===== src/rtl/head_prune_mean.sv =====
// head_prune_mean: sums DIM*NUM_MAT row beats, floors the mean and flags it when below a sampled threshold.
// Build option: define PRUNE_ABS_MEAN_EN to accumulate element magnitudes instead of signed values.
module head_prune_mean #(
    parameter int WIDTH   = 8,
    parameter int DIM     = 4,
    parameter int NUM_MAT = 2
) (
    input  logic                       clk,
    input  logic                       _reset,
    input  logic                       in_valid,
    output logic                       in_ready,
    input  logic [DIM*2*WIDTH-1:0]     in_data,
    input  logic signed [2*WIDTH-1:0]  threshold,
    output logic                       result_valid,
    output logic                       prune_head,
    output logic signed [2*WIDTH-1:0]  mean_out
);
    // state   | meaning
    // IDLE    | waiting for the first row of a pass
    // ACCUM   | summing the remaining rows
    // COMPARE | forming the mean and the prune decision
    // DONE    | decision registered, pulse result_valid next edge

    localparam int EW    = 2 * WIDTH;
    localparam int SHIFT = $clog2(DIM * DIM * NUM_MAT);
    localparam int ACC_W = EW + SHIFT + 1;
    localparam int ROWS  = DIM * NUM_MAT;
    localparam int CNT_W = (ROWS > 1) ? $clog2(ROWS) : 1;
    localparam logic [CNT_W-1:0] LAST_ROW = CNT_W'(ROWS - 1);

    typedef enum logic [1:0] {IDLE, ACCUM, COMPARE, DONE} state_t;

    state_t                   state_q, state_d;
    logic signed [ACC_W-1:0]  acc_q, acc_d;
    logic [CNT_W-1:0]         cnt_q, cnt_d;
    logic signed [EW-1:0]     thr_q, thr_d;
    logic signed [EW-1:0]     mean_q, mean_d;
    logic                     prune_q, prune_d;
    logic                     rv_q, rv_d;
    logic signed [ACC_W-1:0]  row_sum;
    logic                     accept;

    function automatic logic signed [ACC_W-1:0] widen(input logic signed [EW-1:0] e);
        logic signed [ACC_W-1:0] w;
        w = {{(ACC_W-EW){e[EW-1]}}, e};
`ifdef PRUNE_ABS_MEAN_EN
        // the extra accumulator bits absorb the magnitude of the most negative element
        if (w < 0) w = -w;
`endif
        return w;
    endfunction

    always_comb begin
        row_sum = '0;
        for (int c = 0; c < DIM; c++) begin
            row_sum = row_sum + widen(in_data[c*EW +: EW]);
        end
    end

    assign in_ready = (state_q == IDLE) || (state_q == ACCUM);
    assign accept   = in_valid && in_ready;

    always_comb begin
        state_d = state_q;
        acc_d   = acc_q;
        cnt_d   = cnt_q;
        thr_d   = thr_q;
        mean_d  = mean_q;
        prune_d = prune_q;
        rv_d    = (state_q == DONE);
        case (state_q)
            IDLE: begin
                if (accept) begin
                    acc_d = row_sum;
                    thr_d = threshold;
                    if (cnt_q == LAST_ROW) begin
                        cnt_d   = '0;
                        state_d = COMPARE;
                    end else begin
                        cnt_d   = cnt_q + CNT_W'(1);
                        state_d = ACCUM;
                    end
                end
            end
            ACCUM: begin
                if (accept) begin
                    acc_d = acc_q + row_sum;
                    if (cnt_q == LAST_ROW) begin
                        cnt_d   = '0;
                        state_d = COMPARE;
                    end else begin
                        cnt_d = cnt_q + CNT_W'(1);
                    end
                end
            end
            COMPARE: begin
                mean_d  = EW'(acc_q >>> SHIFT);
                prune_d = (EW'(acc_q >>> SHIFT) < thr_q);
                state_d = DONE;
            end
            DONE: begin
                state_d = IDLE;
            end
            default: state_d = IDLE;
        endcase
    end

    always_ff @(posedge clk) begin
        if (_reset) begin
            state_q <= IDLE;
            acc_q   <= '0;
            cnt_q   <= '0;
            thr_q   <= '0;
            mean_q  <= '0;
            prune_q <= 1'b0;
            rv_q    <= 1'b0;
        end else begin
            state_q <= state_d;
            acc_q   <= acc_d;
            cnt_q   <= cnt_d;
            thr_q   <= thr_d;
            mean_q  <= mean_d;
            prune_q <= prune_d;
            rv_q    <= rv_d;
        end
    end

    assign result_valid = rv_q;
    assign prune_head   = prune_q;
    assign mean_out     = mean_q;
endmodule


===== config.mk =====
export PLATFORM = sky130hd
export DESIGN_NAME = head_prune_mean
export DESIGN_NICKNAME = d
export VERILOG_FILES = /design/src/rtl/head_prune_mean.sv
export SDC_FILE = /design/constraint.sdc
export NUM_CORES = 1
export LEC_CHECK = 0
export CORE_MARGIN = 10
export CORE_UTILIZATION = 35
export CTS_CLUSTER_SIZE = 10
export DETAILED_ROUTE_END_ITERATION = 6
export GPL_ROUTABILITY_DRIVEN = 0
export PLACE_DENSITY = 0.63
export SLEW_MARGIN = 40
export SYNTH_ARGS = -nofsm -noshare
export SYNTH_HDL_FRONTEND = slang
export SYNTH_SLANG_ARGS = --single-unit

===== constraint.sdc =====
create_clock -name clk -period 8.2 [get_ports clk]
set_input_delay 1.64 -clock clk [delete_from_list [all_inputs] [get_ports clk]]
set_output_delay 1.64 -clock clk [all_outputs]
set_load 0.03 [all_outputs]

==> impl_metrics.yaml <==
cts:
  clockBufferDepth: 2
  cts_buffers: 9
  htreeDepth: 3
  clk_pin_slew_ns: 0.05
  cts_tree: "built"
  postCtsHoldBufs: 0
  cts_setup_buffers: 0
  cts_resized: 0
  clkSinkCount: 60
  worst_skew_pair.late_latency_ns: 0.32
  cts_root_buf: "clkbuf_16"
synthesis:
  yosysTopAreaCellShare_pct: 22.0
  syn_avg_cell_area_um2: 8.10
  async_flop_share_pct: 0
  yosys-top-cells-count: "inv_1, ha_1, nand2_1, dfxtp_1, a21oi_1"
  synth_nets: 852
  yosysMostFrequentCell: "inv_1"
  ys_ff_latch: 60
  yosysTopAreaCell: "dfxtp_1"
  synth-main-ff-cell: "dfxtp_1"
  yosysWarningCount: 0
  postSynthCellCount: 673
  syn_area_um2: 5450
  synth-edff-count: 0
  synthTopCellsByArea: "dfxtp_1, ha_1, fa_1, inv_1, a21oi_1"
  synth_cell_type_count: 50
  seq_area_frac_synth_pct: 22.0
die:
  initial_utilization_pct: 35.8
  design.core.area_um2: 15200
  ioPinCount: 102
  rows: 45
  fp.dieH_um: 145
  die_w_um: 145
  die_area_um2: 21000
sta:
  finalCriticalPeriod_ns: 6.80
  max_freq_ghz: 0.147
  hold_violations: 0
  fin_ws_ns: 1.40
  slew_headroom_pct: 55.1
  grt_setup_unrepaired: "false"
  tightest_slew_ns: 0.673
  setup_tns_ns: 0
  hold-worst-slack_ns: 0.456
  slew_viol_final: 0
  post-route-period-util_pct: 82.9
  setup_violations: 0
  final.setup_skew_ns: 0.00678
worst_setup_path:
  arrival_ns: 7.01
  cp-start-kind: "input pin"
  crit_type: "input pin to flop"
  end_kind: "flop"
  cp_max_fo: 3
  required_ns: 8.41
global_route:
  grt_pass1_wl_mm: 21.0
  track_usage_pct: 12.1
  grt_max_degree: 62
  grt_pass1_vias: 4509
  antenna_found_initial: 0
  overflow: 0
routing:
  wl_met2_mm: 5.78
  drt_iter0_drc: 161
  vias: 4631
  wl_per_cell_um: 13.0
  drtAntennaViolNets: 0
  wl_met3_um: 582
  vias_per_cell: 4.82
  firstDrtPassIters: 4
  drt-met1-wl_mm: 5.96
  top_layer_used: "met4"
  drt-total-wl_mm: 12.4
  drc: 0
finish:
  stdcell_area_um2: 6950
  fin_util_pct: 45.7
  area_growth_syn_to_layout_pct: 27.6
  n_antenna_cell: 0
  nets: 947
  layout-drive-gt1-share_pct: 3.50
flow_run:
  cap_violations: 0
placement:
  dpl_cell_area_um2: 6640
  hpwlAfterDp_mm: 9.95
  io_buffers: 101
  preCtsSetupSlack_ns: 1.10
status:
  run_status: "completed"
power:
  power.density_nw_per_um2: 356
  vdd_drop_max_mv: 0.137
  leakage_uw: 0.00315
min_path:
  hp-class: "flop to flop"
[cell type report]
| class | count | area, um^2 |
|---|---|---|
| Multi-Input combinational cell | 470 | 3710 |
| Sequential cell | 60 | 1200 |
| Inverter | 123 | 462 |
| Fill cell | 1524 | 8250 |
| Timing Repair Buffer | 104 | 1030 |
| Clock inverter | 3 | 45.0 |
| Clock buffer | 12 | 267 |
| Tap cell | 188 | 235 |
[report_power, final]
| group | leakage [uW] | switching, uW | total, uW | internal, uW |
|---|---|---|---|---|
| Clock | 0.000147 | 134 | 392 | 258 |
| Combinational | 0.00251 | 903 | 1630 | 726 |
| Sequential | 0.000492 | 80.7 | 453 | 372 |
| Total | 0.00315 | 1120 | 2470 | 1360 |
[flip-flops by register name (all words and copies together) (netlist names)]
name / count
thr_q: 16
prune_head: 1
cnt_q: 3
mean_out: 16
acc_q: 21
result_valid: 1
state_q: 2
[layout by cell type, fill, tap and decap left out, types with 6 or more instances in the layout]
| cell | Yosys | routed |
|---|---|---|
| xnor2_1 | 19 | 19 |
| o21ai_0 | 14 | 14 |
| xor2_1 | 7 | 7 |
| clkbuf_16 | 0 | 9 |
| nand3_1 | 11 | 11 |
| mux2i_1 | 26 | 26 |
| nand2_1 | 62 | 62 |
| a211oi_1 | 17 | 17 |
| fa_1 | 34 | 34 |
| clkdlybuf4s50_1 | 0 | 100 |
| o21bai_1 | 7 | 7 |
| nor2b_1 | 9 | 9 |
| ha_1 | 62 | 61 |
| a21o_1 | 13 | 13 |
| nor2_1 | 53 | 53 |
| inv_1 | 122 | 122 |
| dfxtp_1 | 60 | 60 |
| a21oi_1 | 57 | 57 |
| nand2b_1 | 10 | 10 |
| nor3_1 | 6 | 6 |
[worst max-delay path: stages]
cell             delay (ns)
clkdlybuf4s50_1        0.45
inv_1                  0.05
fa_1                   0.50
fa_1                   0.51
inv_1                  0.04
ha_1                   0.23
fa_1                   0.40
a21oi_1                0.28
o221ai_1               0.21
a41oi_1                0.35
o21bai_1               0.10
a21oi_1                0.28
xnor2_1                0.21
ha_1                   0.30
inv_1                  0.06
o21bai_1               0.08
a2111o_1               0.36
a31o_1                 0.23
a31o_1                 0.23
a211oi_1               0.24
a31oi_1                0.07
o21a_1                 0.18
[metrics by stage]
step,total power [uW],instances
after global placement,2080,945
after floorplan,1730,673
after CTS,2490,960
after global routing,2730,960
final,2470,960
after detailed placement,2080,945
[logic make-up (layout without fill, tap and decap cells)]
| logic type | after synthesis | in the layout | share of synthesized area, % |
|---|---|---|---|
| AND/OR/NAND/NOR | 170 | 170 | 14.1 |
| AO/OA/AOI/OAI | 152 | 152 | 18.3 |
| buffers and inverters | 143 | 242 | 9.85 |
| adder cells (fa/ha/maj) | 96 | 96 | 26.7 |
| flip-flops | 60 | 60 | 22.0 |
| XOR/XNOR | 26 | 26 | 4.18 |
| multiplexers | 26 | 26 | 4.78 |
[routing by layer]
| metal | GRT usage, % | up-vias |
|---|---|---|
| li1 | - | 2446 |
| met1 | 15.7 | 2092 |
| met2 | 20.0 | 82 |
| met3 | 2.25 | 11 |
| met4 | 3.35 | 0 |
| met5 | 0 | - |
[path summary, 6_finish.rpt]
kind	slack, ns	from	cells after the start	endpoint
worst max-delay path	1.40	in_data[1]	22	acc_q[18]$_SDFFE_PP0P_
worst min-delay path	0.46	thr_q[15]$_SDFFE_PP0P_	2	thr_q[15]$_SDFFE_PP0P_
worst max register to register	5.10	acc_q[0]$_SDFFE_PP0P_	11	acc_q[18]$_SDFFE_PP0P_
worst min register to register	0.46	thr_q[15]$_SDFFE_PP0P_	2	thr_q[15]$_SDFFE_PP0P_
(Power assumes the default switching activity.)
